File: src/rtl/ps2_move_decoder_pkg.sv
// Package ps2_move_pkg: shared constants and types for the PS/2 movement decoder.
//  - PS/2 set-2 scan codes for the prefix bytes and the keys the game uses
//  - 3-bit direction encodings, shared with the MonumentValley game core
//  - prefix FSM state encoding
//  - map_dir(): key map from {extended, code} to a direction (DIR_NONE when unmapped)
package ps2_move_pkg;

  localparam logic [7:0] SC_EXT   = 8'hE0;
  localparam logic [7:0] SC_BRK   = 8'hF0;
  localparam logic [7:0] SC_W     = 8'h1D;
  localparam logic [7:0] SC_A     = 8'h1C;
  localparam logic [7:0] SC_S     = 8'h1B;
  localparam logic [7:0] SC_D     = 8'h23;
  localparam logic [7:0] SC_UP    = 8'h75;
  localparam logic [7:0] SC_LEFT  = 8'h6B;
  localparam logic [7:0] SC_DOWN  = 8'h72;
  localparam logic [7:0] SC_RIGHT = 8'h74;
  localparam logic [7:0] SC_SPACE = 8'h29;

  localparam logic [2:0] DIR_NONE  = 3'b000;
  localparam logic [2:0] DIR_UP    = 3'b111;
  localparam logic [2:0] DIR_LEFT  = 3'b101;
  localparam logic [2:0] DIR_DOWN  = 3'b100;
  localparam logic [2:0] DIR_RIGHT = 3'b110;

  typedef enum logic [1:0] {
    ST_IDLE    = 2'd0,
    ST_EXT     = 2'd1,
    ST_BRK     = 2'd2,
    ST_EXT_BRK = 2'd3
  } prefix_state_t;

  // Letters are non-extended codes; arrows only count with the E0 prefix
  // (a bare 75/6B/72/74 is the numeric keypad and is deliberately unmapped).
  function automatic logic [2:0] map_dir(input logic ext, input logic [7:0] code);
    logic [2:0] d;
    case ({ext, code})
      {1'b0, SC_W},     {1'b1, SC_UP}:    d = DIR_UP;
      {1'b0, SC_A},     {1'b1, SC_LEFT}:  d = DIR_LEFT;
      {1'b0, SC_S},     {1'b1, SC_DOWN}:  d = DIR_DOWN;
      {1'b0, SC_D},     {1'b1, SC_RIGHT}: d = DIR_RIGHT;
      default:                            d = DIR_NONE;
    endcase
    return d;
  endfunction

endpackage

File: src/rtl/ps2_move_decoder_if.sv
// Interface ps2_move_if: byte stream in from PS2_Controller, movement controls out.
//  received_data[7:0]  scan-code byte          (master -> slave)
//  received_data_en    one-clock byte strobe   (master -> slave)
//  move                key held level          (slave -> master)
//  dir[2:0]            held direction          (slave -> master)
//  step                one-clock step pulse    (slave -> master)
//  activate            one-clock space pulse   (slave -> master)
interface ps2_move_if;
  logic [7:0] received_data;
  logic       received_data_en;
  logic       move;
  logic [2:0] dir;
  logic       step;
  logic       activate;

  modport master (
    output received_data, received_data_en,
    input  move, dir, step, activate
  );

  modport slave (
    input  received_data, received_data_en,
    output move, dir, step, activate
  );
endinterface

File: src/rtl/ps2_move_decoder_timer.sv
// Module ps2_repeat_timer: auto-repeat down-counter.
//  clock, resetn  clock and asynchronous active-low reset
//  load_value     count loaded on load (cycles-1 until the first expiry)
//  load           restart the countdown from load_value (wins over everything)
//  enable         count while high; when low the counter is parked at zero
//  expire         combinational: counter at zero while enabled; it then
//                 reloads REPEAT_CYCLES-1 so expiries are REPEAT_CYCLES apart
module ps2_repeat_timer #(
  parameter int REPEAT_CYCLES = 5_000_000,
  parameter int WIDTH         = 23
) (
  input  logic             clock,
  input  logic             resetn,
  input  logic [WIDTH-1:0] load_value,
  input  logic             load,
  input  logic             enable,
  output logic             expire
);

  localparam logic [WIDTH-1:0] RELOAD = WIDTH'(REPEAT_CYCLES - 1);
  localparam logic [WIDTH-1:0] ZERO   = {WIDTH{1'b0}};

  logic [WIDTH-1:0] count_r;

  assign expire = enable && !load && (count_r == ZERO);

  // Countdown register: load, park, reload at zero (never wraps), decrement.
  always_ff @(posedge clock or negedge resetn) begin
    if (!resetn) begin
      count_r <= ZERO;
    end else if (load) begin
      count_r <= load_value;
    end else if (!enable) begin
      count_r <= ZERO;
    end else if (count_r == ZERO) begin
      count_r <= RELOAD;
    end else begin
      count_r <= count_r - {{(WIDTH-1){1'b0}}, 1'b1};
    end
  end

endmodule

File: src/rtl/ps2_move_decoder.sv
// Module ps2_move_decoder: PS/2 scan-code stream to game movement controls.
//  clock    system clock (CLOCK_50)
//  resetn   asynchronous active-low reset
//  bus      ps2_move_if.slave: received_data/received_data_en in;
//           move, dir, step, activate out (all registered, one clock after
//           the strobe that completes a code)
//  Tracks E0/F0 prefixes, remembers the held key as {ext,code}, pulses step
//  on a new press and then after FIRST_DELAY and every REPEAT_CYCLES clocks.
module ps2_move_decoder
  import ps2_move_pkg::*;
#(
  parameter int REPEAT_CYCLES = 5_000_000,
  parameter int FIRST_DELAY   = 15_000_000
) (
  input  logic        clock,
  input  logic        resetn,
  ps2_move_if.slave   bus
);

  localparam int MAX_DELAY = (FIRST_DELAY > REPEAT_CYCLES) ? FIRST_DELAY : REPEAT_CYCLES;
  localparam int TW        = $clog2(MAX_DELAY + 1);
  // Counter expires when it reaches zero, so load one less than the delay.
  localparam logic [TW-1:0] FIRST_LOAD = TW'(FIRST_DELAY - 1);

  prefix_state_t state_r, state_s;
  logic [8:0]    held_r, held_s;
  logic [2:0]    dir_r, dir_s;
  logic          move_r, move_s;
  logic          step_r, step_s;
  logic          act_r, act_s;

  logic          make_s, brk_s, key_ext_s;
  logic [8:0]    key_s;
  logic [2:0]    map_s;
  logic          press_s, release_s, timer_en_s, expire_s;

  // Prefix FSM next state and classification of the completed code.
  always_comb begin
    state_s   = state_r;
    make_s    = 1'b0;
    brk_s     = 1'b0;
    key_ext_s = 1'b0;
    if (bus.received_data_en) begin
      case (state_r)
        ST_IDLE: begin
          if (bus.received_data == SC_EXT) begin
            state_s = ST_EXT;
          end else if (bus.received_data == SC_BRK) begin
            state_s = ST_BRK;
          end else begin
            make_s = 1'b1;
          end
        end
        ST_EXT: begin
          if (bus.received_data == SC_BRK) begin
            state_s = ST_EXT_BRK;
          end else if (bus.received_data == SC_EXT) begin
            state_s = ST_EXT;
          end else begin
            make_s    = 1'b1;
            key_ext_s = 1'b1;
            state_s   = ST_IDLE;
          end
        end
        ST_BRK: begin
          brk_s   = 1'b1;
          state_s = ST_IDLE;
        end
        ST_EXT_BRK: begin
          brk_s     = 1'b1;
          key_ext_s = 1'b1;
          state_s   = ST_IDLE;
        end
        default: state_s = ST_IDLE;
      endcase
    end else begin
      state_s = state_r;
    end
  end

  assign key_s      = {key_ext_s, bus.received_data};
  assign map_s      = map_dir(key_ext_s, bus.received_data);
  // A typematic repeat of the held key is not a new press.
  assign press_s    = make_s && (map_s != DIR_NONE) && (key_s != held_r);
  assign release_s  = brk_s && move_r && (key_s == held_r);
  // Stopping on release also masks a same-cycle expiry, so break wins.
  assign timer_en_s = move_r && !release_s;

  ps2_repeat_timer #(
    .REPEAT_CYCLES (REPEAT_CYCLES),
    .WIDTH         (TW)
  ) u_timer (
    .clock      (clock),
    .resetn     (resetn),
    .load_value (FIRST_LOAD),
    .load       (press_s),
    .enable     (timer_en_s),
    .expire     (expire_s)
  );

  // Next values of the held key and movement outputs.
  always_comb begin
    held_s = held_r;
    dir_s  = dir_r;
    move_s = move_r;
    step_s = 1'b0;
    act_s  = make_s && (key_s == {1'b0, SC_SPACE});
    if (press_s) begin
      // A new press always gives exactly one step, even on an expiry cycle.
      held_s = key_s;
      dir_s  = map_s;
      move_s = 1'b1;
      step_s = 1'b1;
    end else if (release_s) begin
      held_s = 9'h000;
      dir_s  = DIR_NONE;
      move_s = 1'b0;
      step_s = 1'b0;
    end else begin
      step_s = expire_s;
    end
  end

  // State and output registers.
  always_ff @(posedge clock or negedge resetn) begin
    if (!resetn) begin
      state_r <= ST_IDLE;
      held_r  <= 9'h000;
      dir_r   <= DIR_NONE;
      move_r  <= 1'b0;
      step_r  <= 1'b0;
      act_r   <= 1'b0;
    end else begin
      state_r <= state_s;
      held_r  <= held_s;
      dir_r   <= dir_s;
      move_r  <= move_s;
      step_r  <= step_s;
      act_r   <= act_s;
    end
  end

  assign bus.move     = move_r;
  assign bus.dir      = dir_r;
  assign bus.step     = step_r;
  assign bus.activate = act_r;

endmodule
File: src/flat_wrapper.sv
// flat-port wrapper written by rule: the top's interface ports become plain ports
module ps2_move_decoder_flat import ps2_move_pkg::*;
#(
  parameter int REPEAT_CYCLES = 5_000_000,
  parameter int FIRST_DELAY   = 15_000_000
)
  (clock, resetn, bus_received_data, bus_received_data_en, bus_move, bus_dir, bus_step, bus_activate);
  ps2_move_if bus_i ();
  input  logic clock;
  input  logic resetn;
  input wire logic [$bits(bus_i.received_data)-1:0] bus_received_data;
  input wire logic [$bits(bus_i.received_data_en)-1:0] bus_received_data_en;
  output wire logic [$bits(bus_i.move)-1:0] bus_move;
  output wire logic [$bits(bus_i.dir)-1:0] bus_dir;
  output wire logic [$bits(bus_i.step)-1:0] bus_step;
  output wire logic [$bits(bus_i.activate)-1:0] bus_activate;
  assign bus_i.received_data = bus_received_data;
  assign bus_i.received_data_en = bus_received_data_en;
  assign bus_move = bus_i.move;
  assign bus_dir = bus_i.dir;
  assign bus_step = bus_i.step;
  assign bus_activate = bus_i.activate;
  ps2_move_decoder #(.REPEAT_CYCLES(REPEAT_CYCLES), .FIRST_DELAY(FIRST_DELAY)) u_core (.clock(clock), .resetn(resetn), .bus(bus_i));
endmodule
File: config.mk
export PLATFORM = sky130hd
export DESIGN_NAME = ps2_move_decoder_flat
export DESIGN_NICKNAME = d
export VERILOG_FILES = /design/src/rtl/ps2_move_decoder_pkg.sv /design/src/rtl/ps2_move_decoder_if.sv /design/src/rtl/ps2_move_decoder_timer.sv /design/src/rtl/ps2_move_decoder.sv /design/src/flat_wrapper.sv
export SDC_FILE = /design/constraint.sdc
export NUM_CORES = 1
export LEC_CHECK = 0
export ABC_AREA = 1
export CAP_MARGIN = 20
export CORE_ASPECT_RATIO = 1.4
export CORE_MARGIN = 2
export CORE_UTILIZATION = 59
export DETAILED_ROUTE_END_ITERATION = 10
export PLACE_DENSITY_LB_ADDON = 0.05
export SLEW_MARGIN = 0
export SYNTH_ARGS = -nofsm -noshare
export SYNTH_HDL_FRONTEND = slang
export SYNTH_SLANG_ARGS = --single-unit
export TNS_END_PERCENT = 10
File: constraint.sdc
create_clock -name clock -period 2.23 [get_ports clock]
set_input_delay 0.446 -clock clock [delete_from_list [all_inputs] [get_ports clock]]
set_output_delay 0.446 -clock clock [all_outputs]
set_load 0.03 [all_outputs]
[Word-level counts from Yosys, hierarchy flattened]
Index checks and enable logic that the tools add are counted.
Cells by class
  reductions and logical operators: 20
  eq/ne operators: 17
  muxes and demuxes: 27
  add/sub/neg operators: 1
Operators by type and width (number)
  2-to-1 mux 24 bit: 3
  equality test 9 bit (second input constant): 4
  equality test 9 x 5 -> 1 bit (second input constant): 3
  zero test 24 bit: 1
  subtractor 24 x 1 -> 24 bit (second input constant): 1
  equality test 9 x 6 -> 1 bit (second input constant): 2
  2-to-1 mux 9 bit: 2
  equality test 8 bit (second input constant): 2
  2-to-1 mux 1 bit: 13
  one-hot mux 3 bit (4 select lines): 1
  OR reduction 2 bit: 5
  equality test 9 bit: 1
  inequality test 9 bit: 1
  logical AND 1 bit: 8
  2-to-1 mux 2 bit: 3
  2-to-1 mux 3 bit: 2
  one-hot mux 2 bit (3 select lines): 1
  equality test 2 bit (second input constant): 2
  one-hot mux 1 bit (2 select lines): 2
  inequality test 3 x 1 -> 1 bit (second input constant): 1
  nonzero test 3 bit: 1
  equality test 2 x 1 -> 1 bit (second input constant): 1
  zero test 1 bit: 2
  zero test 2 bit: 1
  other kinds (2): 2
Storage, ports and cells
  input bits: 11
  word-level logic and storage cells: 72
  output and inout bits: 6
  register bits: 41

[Longest topological paths before layout]
Gate-level depths: netlist of run 1.
  depth in word-level cells: 16
  mapped depth: 15
  gate-level depth less buffers: 14

[Hierarchy]
From an unflattened synthesis of run 1, not the netlist that was laid out.
Second synthesis, totals
  cells, all modules: 386
  area total of the unflattened synthesis: 2861.5 µm²
Modules (own cells, without submodules)
  ps2_repeat_timer: sequential area each 600.6 µm², cells each 235, area each 1655.3 µm², instances 1
  ps2_move_decoder: sequential area each 425.4 µm², cells each 151, area each 1206.2 µm², instances 1

[Least setup slack after synthesis of run 1]
No wires, ideal clock.
  kind: input port to flip-flop
  from: input bus_received_data[5]
  to: register u_core.held_r[3]
  data required time: 2113 ps
  cell stages on the path: 15
  setup time: 117 ps
  path slack: 351 ps
  buffers on the path: 3
  arrival: 1763 ps
  cell sequence: buf_2 -> nand2_1 -> nor2_2 -> nand2_1 -> nand2_2 -> nand2_4 -> nand2_4 -> nand2_2 -> nand3_2 -> and2_4 -> buf_6 -> nand2_8 -> buf_8 -> nand3_2 -> nand2_1
On the way
  longest elaborated chain between the ends: 12
  elaborated cells between the ends (all ways): 31
  those cells by class: 12 x eq/ne; 10 x mux; 9 x reduce/logical
Ends and longest elaborated chain
  start, declared: RTL line flat_wrapper.sv:11  | input wire logic [$bits(bus_i.received_data)-1:0] bus_received_data;
  equality test 8 bit: RTL line ps2_move_decoder.sv:46, ps2_move_decoder.sv:57
  2-to-1 mux 1 bit: RTL line ps2_move_decoder.sv:57  | end else if (bus.received_data == SC_EXT) begin
  2-to-1 mux 1 bit: RTL line ps2_move_decoder.sv:55  | if (bus.received_data == SC_BRK) begin
  one-hot mux 1 bit (2 select lines): RTL line ps2_move_decoder.sv:44  | case (state_r)
  2-to-1 mux 1 bit: RTL line ps2_move_decoder.sv:43  | if (bus.received_data_en) begin
  equality test 9 x 6 -> 1 bit (tied with other cells): RTL line ps2_move_decoder_pkg.sv:37  | case ({ext, code})
  OR reduction 2 bit: RTL line ps2_move_decoder_pkg.sv:37
  one-hot mux 3 bit (4 select lines): RTL line ps2_move_decoder_pkg.sv:37
  nonzero test 3 bit: RTL line ps2_move_decoder.sv:84  | assign press_s = make_s && (map_s != DIR_NONE) && (key_s != held_r);
  logical AND 1 bit (2 in a row): RTL line ps2_move_decoder.sv:84
  2-to-1 mux 9 bit / nonzero test 2 bit (equally long branches)
  end signal, assigned: RTL line ps2_move_decoder.sv:135  | held_r <= held_s;
  end, declared: RTL line ps2_move_decoder.sv:26  | logic [8:0] held_r, held_s;
Several ways; a longest one is shown, not always the timed one.
A chain may end at the register's enable or synchronous reset.

[Worst setup path in the final report of run 1]
  from: input bus_received_data[3]
  to: register u_core.dir_r[0], in the netlist u_core.bus.dir[0]
On the way
  longest elaborated chain between the ends: 12
  elaborated cells between the ends (all ways): 31
  those cells by class: 12 x eq/ne; 10 x mux; 9 x reduce/logical
Ends and longest elaborated chain
  equality test 8 bit: RTL line ps2_move_decoder.sv:46, ps2_move_decoder.sv:57
  2-to-1 mux 1 bit: RTL line ps2_move_decoder.sv:57
  2-to-1 mux 1 bit: RTL line ps2_move_decoder.sv:55
  one-hot mux 1 bit (2 select lines): RTL line ps2_move_decoder.sv:44
  2-to-1 mux 1 bit: RTL line ps2_move_decoder.sv:43
  equality test 9 x 6 -> 1 bit (tied with other cells): RTL line ps2_move_decoder_pkg.sv:37
  OR reduction 2 bit: RTL line ps2_move_decoder_pkg.sv:37
  one-hot mux 3 bit (4 select lines): RTL line ps2_move_decoder_pkg.sv:37
  nonzero test 3 bit: RTL line ps2_move_decoder.sv:84
  logical AND 1 bit (2 in a row): RTL line ps2_move_decoder.sv:84
  2-to-1 mux 3 bit / nonzero test 2 bit (equally long branches)
  end signal, assigned: RTL line ps2_move_decoder.sv:136  | dir_r <= dir_s;
  end, declared: RTL line ps2_move_decoder.sv:27  | logic [2:0] dir_r, dir_s;
Several ways; a longest one is shown, not always the timed one.

==> reports/results.md, run 1 <==
## Floorplanning
• area of the placeable core: 4169 um2
• chip height: 81.54 um
• chip width: 59.39 um
• site row count: 28
• effective utilization at floorplan: 0.6077
• number of top-level pins: 17
• Total Die Area: 4842 um2

## Job
• count of max-cap constraint violations: 0

## Clock tree
• maximum buffer depth of the clock tree: 2
• Worst-path clk slew: 0.08 ns
• count of hold-fix buffers inserted at cts: 0
• Clk Tree Root Cell: sky130_fd_sc_hd__clkbuf_8
• clock tree from TritonCTS: built
• H-tree level count: 2
• postcts setup bufs: 0
• CTS Sinks: 41
• number of clock buffers inserted by TritonCTS: 5
• worst-skew pair later-pin latency: 0.29 ns
• post-CTS resize count: 0

## Synth
• cell type contributing the most total cell area after synthesis: sky130_fd_sc_hd__dfrtp_1
• combinational family with the most area after synthesis: simple AND/OR/NAND/NOR gates
• area share of and/or/nand/nor cells after synthesis: 0.3980
• sequential fraction of the synthesis area: 0.4049
• most area-consuming cells after synthesis: sky130_fd_sc_hd__dfrtp_1, sky130_fd_sc_hd__nand2_1, sky130_fd_sc_hd__nand3_1, sky130_fd_sc_hd__nor2_1, sky130_fd_sc_hd__xnor2_1
• number of warnings reported in the yosys synthesis log: 0
• Adder-Cell Fraction of Synth Area: 0.009877
• Cell Area, Synth: 2534 um2
• compound-gate portion of the synthesized area: 0.05481
• multiplexer area fraction after synthesis: 0
• post-synthesis sequential element count: 41
• top-area cell type share of the netlist area: 0.4049
• synthesized-area fraction occupied by xor and xnor cells: 0.06568
• Synth Area per Inst: 7.518 um2
• net count after synthesis: 350
• post-synthesis cell type count: 33
• cells after synthesis: 337

## Worst setup path
• Critical Path Source Type: primary input
• slowest stage delay, CP: 0.44 ns
• WP buf/inv: 3
• Worst EP arrival: 2.27 ns
• WP data required: 2.40 ns
• FF-to-FF path depth: 11
• endpoint class of the critical path: flop
• path length in cells of the critical path: 10
• kind of critical path: in -> reg
• gate family responsible for the most delay along the worst path: simple AND/OR/NAND/NOR gates
• most frequent cell on the critical path: sky130_fd_sc_hd__buf_4
• Critical Path, Cell by Cell: clkdlybuf4s50_1, buf_4, xnor2_1, nand4_1, nor2_1, nand3_2, and2_4, buf_4, o21ai_0, nand2_1
• highest net fanout along the worst path: 6
• critical-path cell with the highest stage delay: sky130_fd_sc_hd__clkdlybuf4s50_1

## Power
• sum of internal, switching and leakage power: 3.598 mW
• clock network fraction of design power: 0.162
• part of the power in combinational logic: 0.532
• internal cell power: 2.045 mW
• fraction of power spent switching nets: 0.4318
• Leakage: 1.668 nW
• NetSw: 1.554 mW
• Flop pwr share: 0.306
• maximum vdd drop: 0.0005880 V
• ratio of total power to cell area: 1141 nW/um2

## Timing
• Fin Setup TNS: 0 ns
• final hold vios: 0
• Min Clock Period, post-route: 2.102 ns
• final slew viol count: 0
• worst hold slack: 0.07622 ns
• worst max-slew margin expressed relative to the limit: 0.7267
• PnR worst setup slack: 0.1279 ns
• slew at the pin closest to its max-slew limit: 0.4099 ns
• setup repair after global routing missed its margin: no
• Final setup violation count: 0
• Highest Clock Rate: 475.7 MHz
• worst clock skew: 0.005637 ns
• part of the cycle the worst path needs: 0.9427

## Routing
• vias after detailed routing: 2440
• DRT antenna net count: 0
• routed len/inst: 13.72 um
• routed wire length: 6079 um
• number of remaining DRC errors: 0
• number of vias per cell after detailed routing: 5.508
• count of routing violations after the opening detailed-route iteration: 90
• length of the first detailed-routing pass in iterations: 4

## Final layout
• count of non-filler cells in the finished layout: 443
• fraction of final layout cells with drive strength greater than 1: 0.2085
• leading cell type in the layout, fill and taps excluded: sky130_fd_sc_hd__nand2_1
• nets: 411
• total inserted antenna cells: 0
• most frequent cells in the layout: sky130_fd_sc_hd__nand2_1, sky130_fd_sc_hd__nor2_1, sky130_fd_sc_hd__buf_4
• signed area change from the synthesized netlist to the final layout: 24.44%
• utilization of the core after routing: 0.7563
• Post-Layout Inst Area: 3153 um2

## Global routing
• via count of the first global-routing pass: 2421
• All-Layer GR Usage: 0.2756
• grt total ovfl: 0
• initial antenna violation count: 0
• wire length of the first global-routing pass: 10200 um
• largest net degree at the start of global routing: 20

## Place
• Setup Slack @ Placement: -0.1683 ns
• gp weighted congestion: 0.8871
• DP Cell Count: 436
• placed cell area: 3039 um2
• number of input and output port buffers inserted: 16
• HPWL reported at the end of detailed placement: 4776 um

## Min path
• kind of path behind the tightest hold check: in -> async

## Outcome
• result of the run: finished, final reports clean

==> layer usage <==
layer  share of wire  track usage
met3           0.026      0.04252
met4           0.038       0.1409
met1            0.37       0.2819
met2            0.56       0.5220
met5               0            0
==> worst reg2reg max path, delay by kind of cell, from the launching register on <==
family / cells / cell delay [ns]
buf+inv: 2 / 0.21
fa+ha+maj: 1 / 0.19
simple gates: 5 / 0.76
flops: 1 / 0.38
compound gates: 3 / 0.39
==> synthesized netlist by cell type <==
library cell,count
sky130_fd_sc_hd__nand2_1,84
sky130_fd_sc_hd__nor2_1,44
sky130_fd_sc_hd__dfrtp_1,41
sky130_fd_sc_hd__nand3_1,37
sky130_fd_sc_hd__inv_1,23
sky130_fd_sc_hd__o21ai_0,15
sky130_fd_sc_hd__nor3_1,14
sky130_fd_sc_hd__xnor2_1,13
sky130_fd_sc_hd__nand4_1,7
sky130_fd_sc_hd__inv_2,6
sky130_fd_sc_hd__nand2_2,6
sky130_fd_sc_hd__xor2_1,6
sky130_fd_sc_hd__nor2_2,5
sky130_fd_sc_hd__nand2_4,4
sky130_fd_sc_hd__nand3_2,4
sky130_fd_sc_hd__a21o_1,3
sky130_fd_sc_hd__buf_2,3
sky130_fd_sc_hd__a21oi_1,2
sky130_fd_sc_hd__and3_1,2
sky130_fd_sc_hd__buf_4,2
sky130_fd_sc_hd__ha_1,2
sky130_fd_sc_hd__nor3b_1,2
sky130_fd_sc_hd__nor4_1,2
sky130_fd_sc_hd__and2_4,1
sky130_fd_sc_hd__buf_6,1
sky130_fd_sc_hd__buf_8,1
sky130_fd_sc_hd__clkinv_1,1
sky130_fd_sc_hd__nand2_8,1
sky130_fd_sc_hd__o2111ai_1,1
sky130_fd_sc_hd__o21ai_1,1
sky130_fd_sc_hd__o311ai_0,1
sky130_fd_sc_hd__o41ai_1,1
sky130_fd_sc_hd__or2_2,1
==> power groups by stage <==
stage | Combinational (mW) | Sequential, mW | Clock (mW)
global route | 2.19 | 1.12 | 0.614
floorplan | 1.33 | 1.11 | 0
finish | 1.91 | 1.10 | 0.583
detailed placement | 1.89 | 1.11 | 0
CTS | 1.91 | 1.10 | 0.584
global placement | 1.85 | 1.10 | 0
==> area by class of cell <==
| class | count | area, um2 |
|---|---|---|
| multi-input cells | 259 | 1349 |
| flip-flops and latches | 41 | 1026 |
| fillers | 345 | 1016 |
| clock buffers | 5 | 68.82 |
| repair buffers | 61 | 505.5 |
| well taps | 45 | 56.30 |
| clock inverters | 2 | 35.03 |
| inverters | 30 | 112.6 |
==> cells by family after synthesis <==
kind of cell | Yosys count
flops | 41
simple gates | 214
fa+ha+maj | 2
xor+xnor | 19
buf+inv | 37
compound gates | 24
==> path summary, 6_finish.rpt <==
| check | from | to | slack, ns |
|---|---|---|---|
| max | bus_received_data[3] | u_core.bus.dir[0]$_DFFE_PN0P_ | 0.13 |
| min | resetn | u_core.u_timer.count_r[2]$_DFF_PN0_ | 0.08 |
| max reg2reg | u_core.u_timer.count_r[0]$_DFF_PN0_ | u_core.u_timer.count_r[14]$_DFF_PN0_ | 0.20 |
| min reg2reg | u_core.bus.dir[1]$_DFFE_PN0P_ | u_core.bus.dir[1]$_DFFE_PN0P_ | 0.51 |
| max in group asynchronous | resetn | u_core.u_timer.count_r[13]$_DFF_PN0_ | 1.60 |
| min in group clock | u_core.bus.dir[1]$_DFFE_PN0P_ | u_core.bus.dir[1]$_DFFE_PN0P_ | 0.51 |
==> registers in the layout, indices dropped and copies added (netlist names) <==
signal,flops
u_core.u_timer.count_r,24
u_core.held_r,9
u_core.bus.dir,3
u_core.state_r,2
u_core.bus.activate,1
u_core.bus.move,1
u_core.bus.step,1
Power figures use the tool's default switching activity.
==> run 2: changes to the inputs <==
--- a/config.mk
+++ b/config.mk
@@ -9,7 +9,7 @@
 export CAP_MARGIN = 20
 export CORE_ASPECT_RATIO = 1.4
 export CORE_MARGIN = 2
-export CORE_UTILIZATION = 59
+export CORE_UTILIZATION = 35
 export DETAILED_ROUTE_END_ITERATION = 10
 export PLACE_DENSITY_LB_ADDON = 0.05
 export SLEW_MARGIN = 0
==> run 2 against run 1 <==
  * Sequential share of layout area decreased by 1.2 points
  * First-iteration DRC count increased by 66%
  * Count of clock-buffer cells in the layout increased by 1
  * Total power decreased by 2.9%
  * Non-clock buffer count increased by 1
  * Cell area increased by 3.8%
  * Combinational power about the same
  * Maximum frequency increased by 1.8%
  * Critical path type unchanged
  * Largest power group unchanged
==> reports/results.md, run 2 (synthesis results as in run 1) <==
## Outcome
• result of the run: finished, final reports clean

## Floorplanning
• number of top-level pins: 17, unchanged
• Total Die Area: 7946 um2, +64%
• chip width: 75.91 um, +28%
• chip height: 104.7 um, +28%
• area of the placeable core: 6982 um2, +67%
• effective utilization at floorplan: 0.3629, -0.2448
• site row count: 36, +29%

## Global routing
• via count of the first global-routing pass: 2440, +0.78%
• grt total ovfl: 0, unchanged
• largest net degree at the start of global routing: 28, +40%
• initial antenna violation count: 0, unchanged
• wire length of the first global-routing pass: 11000 um, +7.8%
• All-Layer GR Usage: 0.1729, -0.1027

## Power
• maximum vdd drop: 0.0004231 V, -28%
• Leakage: 1.723 nW, +3.3%
• ratio of total power to cell area: 1068 nW/um2, -6.4%

## Job
• count of max-cap constraint violations: 0, unchanged

## Place
• number of input and output port buffers inserted: 16, unchanged
• gp weighted congestion: 0.8669, -2.3%
• HPWL reported at the end of detailed placement: 5097 um, +6.7%
• placed cell area: 3102 um2, +2.1%
• Setup Slack @ Placement: -0.2521 ns, -0.08379 ns

## Worst setup path
• slowest stage delay, CP: 0.43 ns, about the same
• critical-path cell with the highest stage delay: sky130_fd_sc_hd__clkdlybuf4s50_1
• origin of the critical flop-to-flop path: u_core.u_timer.count_r[0]$_DFF_PN0_
• endpoint class of the critical path: flop
• gate family responsible for the most delay along the worst path: buffers and inverters
• highest net fanout along the worst path: 9, +3
• WP data required: 2.42 ns, +0.02 ns
• Worst EP arrival: 2.26 ns, about the same
• launching instance or port of the critical path: bus_received_data[0]
• Critical Path Source Type: primary input
• kind of critical path: in -> reg
• WP buf/inv: 4, +1
• Critical Path, Cell by Cell: clkdlybuf4s50_1, buf_4, xnor2_1, nand4_1, nor2_1, nand4_1, nand2_2, inv_2, buf_4, nand2_1, nand2_1

## Clock tree
• number of clock buffers inserted by TritonCTS: 5, unchanged
• Worst-path clk slew: 0.09 ns, about the same
• count of hold-fix buffers inserted at cts: 0, unchanged
• maximum buffer depth of the clock tree: 2, unchanged
• H-tree level count: 2, unchanged
• worst-skew pair later-pin latency: 0.29 ns, about the same
• CTS Sinks: 41, unchanged
• Clk Tree Root Cell: sky130_fd_sc_hd__clkbuf_8
• clock tree from TritonCTS: built

## Final layout
• fraction of final layout cells with drive strength greater than 1: 0.2289, +0.02031
• area taken by flip-flops and latches: 1026 um2, unchanged
• flip-flop count of the largest register, all copies and words added: 24, unchanged
• register name with the most flops: u_core.u_timer.count_r
• leading cell type in the layout, fill and taps excluded: sky130_fd_sc_hd__nand2_1
• Post-Layout Inst Area: 3272 um2, +3.8%
• most frequent cells in the layout: sky130_fd_sc_hd__nand2_1, sky130_fd_sc_hd__buf_4, sky130_fd_sc_hd__nor2_1
• signed area change from the synthesized netlist to the final layout: 29.14%
• final-layout fill cell count: 721, +110%
• nets: 414, +0.73%
• combined area of the multi-input logic cells: 1409 um2, +4.5%
• total inserted antenna cells: 0, unchanged

## Routing
• vias after detailed routing: 2405, -1.4%
• number of vias per cell after detailed routing: 4.839, -12%
• routed len/inst: 13.46 um, -1.9%
• DRT antenna net count: 0, unchanged
• length of the first detailed-routing pass in iterations: 6, +2
• number of remaining DRC errors: 0, unchanged
• routed wire length: 6688 um, +10%
• count of routing violations after the opening detailed-route iteration: 149, +66%

## Timing
• part of the cycle the worst path needs: 0.9256, -0.01707
• Min Clock Period, post-route: 2.064 ns, -0.03806 ns
• Final setup violation count: 0, unchanged
• worst clock skew: 0.01159 ns, +0.005955 ns
• PnR worst setup slack: 0.1659 ns, +0.03806 ns
• worst max-slew margin expressed relative to the limit: 0.5795, -0.1472
• final hold vios: 0, unchanged
• worst hold slack: 0.1588 ns, +0.08255 ns
• Highest Clock Rate: 484.5 MHz, +1.8%
• slew at the pin closest to its max-slew limit: 0.6308 ns, +0.2208 ns
• final slew viol count: 0, unchanged

## Min path
• kind of path behind the tightest hold check: in -> async

-- run 2: worst paths after layout --
| kind | to | slack, ns | cells past startpoint |
|---|---|---|---|
| max | u_core.u_timer.count_r[21]$_DFF_PN0_ | 0.17 | 11 |
| min | u_core.u_timer.count_r[5]$_DFF_PN0_ | 0.16 | 1 |
| max reg2reg | u_core.u_timer.count_r[20]$_DFF_PN0_ | 0.25 | 11 |
| min reg2reg | u_core.bus.dir[2]$_DFFE_PN0P_ | 0.49 | 2 |
| max in group asynchronous | u_core.u_timer.count_r[15]$_DFF_PN0_ | 1.50 | 2 |
| min in group clock | u_core.bus.dir[2]$_DFFE_PN0P_ | 0.49 | 2 |
-- run 2: timing repair --
action / in CTS / in global routing
endpoints found under the hold margin: 0 / 0
gates resized for setup: 0 / 15
endpoints found under the setup margin: 0 / 38
buffers inserted: 0 / 1
-- run 2: layout make-up --
class / count / area share
multi-input combinational: 261 / 0.4306
sequential: 41 / 0.3136
timing repair buffer: 62 / 0.1598
tap: 95 / 0.03633
inverter: 30 / 0.03442
clock buffer: 6 / 0.02218
clock inverter: 2 / 0.003059
-- run 2: worst register-to-register path: stages (launching register included) --
cell and delay, ns:
sky130_fd_sc_hd__dfrtp_1 0.38, sky130_fd_sc_hd__inv_1 0.11, sky130_fd_sc_hd__ha_1 0.18, sky130_fd_sc_hd__nand2_1 0.08, sky130_fd_sc_hd__nor2_1 0.16, sky130_fd_sc_hd__inv_1 0.10
sky130_fd_sc_hd__nor2_2 0.11, sky130_fd_sc_hd__nand3_1 0.17, sky130_fd_sc_hd__nor3_2 0.26, sky130_fd_sc_hd__o21ai_0 0.12, sky130_fd_sc_hd__a21o_1 0.17, sky130_fd_sc_hd__nor2_1 0.07
-- run 2: through the flow --
step,TNS [ns],util,std cells,total power [mW]
after floorplan,0,-,337,2.440
after global placement,-6.138,0.4443,486,3.009
after detailed placement,-7.328,0.4443,486,3.002
after CTS,0,0.4561,494,3.500
after global routing,-0.02253,0.4686,497,3.854
final,0,0.4686,497,3.495
-- run 2: power by group --
part | total [mW] | leakage, nW | switching, mW | internal (mW)
sequential | 1.10 | 0.551 | 0.169 | 0.935
clock | 0.483 | 0.0450 | 0.266 | 0.217
combinational | 1.91 | 1.13 | 1.13 | 0.776
total | 3.50 | 1.72 | 1.57 | 1.93
-- run 2: per-layer routing --
layer | up-vias | share of wire | global-route usage
met1 | 1139 | 0.38 | 0.1787
met4 | 0 | 0.024 | 0.07403
met2 | 36 | 0.57 | 0.3438
li1 | 1220 | - | -
met3 | 10 | 0.020 | 0.02073
met5 | - | 0 | 0
==> run 3: changes to the inputs <==
--- a/config.mk
+++ b/config.mk
@@ -7,11 +7,10 @@
 export LEC_CHECK = 0
 export ABC_AREA = 1
 export CAP_MARGIN = 20
-export CORE_ASPECT_RATIO = 1.4
 export CORE_MARGIN = 2
 export CORE_UTILIZATION = 35
 export DETAILED_ROUTE_END_ITERATION = 10
-export PLACE_DENSITY_LB_ADDON = 0.05
+export PLACE_DENSITY_LB_ADDON = 0.1
 export SLEW_MARGIN = 0
 export SYNTH_ARGS = -nofsm -noshare
 export SYNTH_HDL_FRONTEND = slang
==> run 3 against run 2 <==
  * Sequential cell count unchanged
  * Sequential share of layout area increased by 0.35 points
  * Worst hold slack gained 0.33 ns
  * Register-to-register slack better by 0.10 ns
  * Global-route usage is 0.16 points lower
  * Final cell count fell by 0.80%
  * First-iteration DRC count decreased by 28%
  * Critical path depth grew 4
  * Count of clock-buffer cells in the layout decreased by 1
  * Worst setup slack improved by 0.0080 ns
  * Die area shrank 0.13%
  * Critical path type unchanged
==> reports/results.md, run 3 (synthesis results as in run 1) <==
## Floorplanning
• chip height: 89.08 um, -15%
• area of the placeable core: 7137 um2, +2.2%
• chip width: 89.08 um, +17%
• site row count: 31, -14%
• number of top-level pins: 17, unchanged
• Total Die Area: 7935 um2, -0.13%
• effective utilization at floorplan: 0.3550, -0.007889

## Worst setup path
• Worst EP arrival: 2.25 ns, about the same
• WP buf/inv: 3, -1
• slowest stage delay, CP: 0.44 ns, about the same
• Critical Path Source Type: primary input
• most frequent cell on the critical path: sky130_fd_sc_hd__nand2_2
• highest net fanout along the worst path: 18, +9
• critical-path cell with the highest stage delay: sky130_fd_sc_hd__clkdlybuf4s50_1
• Critical Path, Cell by Cell: clkdlybuf4s50_1, inv_2, nand2_2, nor2_2, nand2_1, nand2_2, nand2_4, nand2_4, nand2_2, nand3_2, and2_4, nand2_8, buf_4, nand3_1, nand2_1
• endpoint class of the critical path: flop
• WP data required: 2.43 ns, about the same
• kind of critical path: in -> reg
• gate family responsible for the most delay along the worst path: simple AND/OR/NAND/NOR gates

## Final layout
• combined area of the multi-input logic cells: 1363 um2, -3.3%
• nets: 406, -1.9%
• total inserted antenna cells: 0, unchanged
• most frequent cells in the layout: sky130_fd_sc_hd__nand2_1, sky130_fd_sc_hd__nor2_1, sky130_fd_sc_hd__dfrtp_1
• flip-flop count of the largest register, all copies and words added: 24, unchanged
• fraction of final layout cells with drive strength greater than 1: 0.2056, -0.02327
• register name with the most flops: u_core.u_timer.count_r
• leading cell type in the layout, fill and taps excluded: sky130_fd_sc_hd__nand2_1
• area taken by flip-flops and latches: 1026 um2, unchanged
• final-layout fill cell count: 740, +2.6%
• signed area change from the synthesized netlist to the final layout: 27.70%
• count of non-filler cells in the finished layout: 493, -0.80%

## Global routing
• initial antenna violation count: 0, unchanged
• wire length of the first global-routing pass: 10560 um, -4.0%
• All-Layer GR Usage: 0.1714, -0.001568
• largest net degree at the start of global routing: 20, -29%
• via count of the first global-routing pass: 2343, -4.0%
• grt total ovfl: 0, unchanged

## Routing
• number of vias per cell after detailed routing: 4.712, -2.6%
• routed len/inst: 12.54 um, -6.8%
• vias after detailed routing: 2323, -3.4%
• routed wire length: 6182 um, -7.6%
• length of the first detailed-routing pass in iterations: 4, -2
• count of routing violations after the opening detailed-route iteration: 107, -28%
• DRT antenna net count: 0, unchanged
• number of remaining DRC errors: 0, unchanged

## Timing
• worst clock skew: 0.01645 ns, +0.004862 ns
• final slew viol count: 0, unchanged
• Highest Clock Rate: 486.4 MHz, +0.39%
• part of the cycle the worst path needs: 0.9220, -0.003604
• setup repair after global routing missed its margin: no
• Final setup violation count: 0, unchanged
• Min Clock Period, post-route: 2.056 ns, -0.008036 ns
• final hold vios: 0, unchanged
• slew at the pin closest to its max-slew limit: 0.3785 ns, -0.2523 ns
• worst max-slew margin expressed relative to the limit: 0.7450, +0.1655

## Clock tree
• Clk Tree Root Cell: sky130_fd_sc_hd__clkbuf_8
• clock tree from TritonCTS: built
• CTS Sinks: 41, unchanged
• worst-skew pair later-pin latency: 0.31 ns, +0.02 ns
• maximum buffer depth of the clock tree: 2, unchanged
• number of clock buffers inserted by TritonCTS: 5, unchanged
• Worst-path clk slew: 0.09 ns, about the same
• H-tree level count: 2, unchanged

## Power
• maximum vdd drop: 0.0003892 V, -8.0%
• sum of internal, switching and leakage power: 3.703 mW, +6.0%
• ratio of total power to cell area: 1144 nW/um2, +7.1%
• Leakage: 1.658 nW, -3.8%

## Outcome
• result of the run: finished, final reports clean

## Job
• count of max-cap constraint violations: 0, unchanged

## Place
• gp weighted congestion: 0.8453, -2.5%
• DP Cell Count: 480, -1.2%
• HPWL reported at the end of detailed placement: 4755 um, -6.7%
• number of input and output port buffers inserted: 16, unchanged

## Min path
• kind of path behind the tightest hold check: reg -> reg

run 3: worst register-to-register path, delay by kind of cell, from the launching register on:
kind	cells	cell delay (ns)
AOI/OAI and AO/OA	1	0.19
buffers and inverters	1	0.29
DFF	1	0.42
and+or+nand+nor	6	0.92
run 3: final cells by class:
| cell class | instances | area share |
|---|---|---|
| sequential | 41 | 0.3171 |
| timing repair buffer | 56 | 0.1454 |
| inverter | 30 | 0.03558 |
| clock buffer | 5 | 0.02127 |
| multi-input combinational | 259 | 0.4211 |
| clock inverter | 3 | 0.02127 |
| tap | 99 | 0.03828 |
run 3: what timing repair did:
action / 4_1_cts / 5_1_grt
resized for setup: 0 / 7
hold endpoints to repair: 8 / 0
setup buffers: 0 / 4
setup endpoints to repair: 0 / 11
hold buffers: 1 / 0
run 3: report_power, final:
part / internal [mW] / total, mW / switching [mW]
clock: 0.451 / 0.751 / 0.299
combinational: 0.760 / 1.85 / 1.09
sequential: 0.935 / 1.10 / 0.165
total: 2.15 / 3.70 / 1.56
run 3: worst paths after layout:
path / cells past startpoint / slack, ns / endpoint / start
worst max-delay path: 15 / 0.17 / u_core.held_r[6]$_DFFE_PN0P_ / bus_received_data[3]
worst min-delay path: 2 / 0.49 / u_core.bus.dir[2]$_DFFE_PN0P_ / u_core.bus.dir[2]$_DFFE_PN0P_
worst max register to register: 8 / 0.35 / u_core.u_timer.count_r[5]$_DFF_PN0_ / u_core.u_timer.count_r[10]$_DFF_PN0_
worst min register to register: 2 / 0.49 / u_core.bus.dir[2]$_DFFE_PN0P_ / u_core.bus.dir[2]$_DFFE_PN0P_
max in group asynchronous: 3 / 1.17 / u_core.u_timer.count_r[20]$_DFF_PN0_ / resetn
min in group asynchronous: 2 / 0.54 / u_core.u_timer.count_r[5]$_DFF_PN0_ / resetn
run 3: routing by layer:
metal | vias up | global-route usage | share of wire
met1 | 1083 | 0.1998 | 0.45
met3 | 7 | 0.02770 | 0.026
li1 | 1202 | - | -
met4 | 0 | 0.06242 | 0.014
met5 | - | 0 | 0
met2 | 31 | 0.3145 | 0.51
run 3: stage by stage:
step | setup slack, ns | utilization | hold slack, ns | instance area (um2) | setup TNS, ns
after floorplan | 0.3505 | - | 0.1504 | 2534 | 0
after global placement | -0.1408 | 0.4248 | 0.3141 | 3032 | -3.216
after detailed placement | -0.1597 | 0.4248 | 0.3223 | 3032 | -3.859
after CTS | 0.1417 | 0.4455 | 0.4927 | 3179 | 0
after global routing | 0.005641 | 0.4534 | 0.5326 | 3236 | 0
final | 0.1739 | 0.4534 | 0.4878 | 3236 | 0
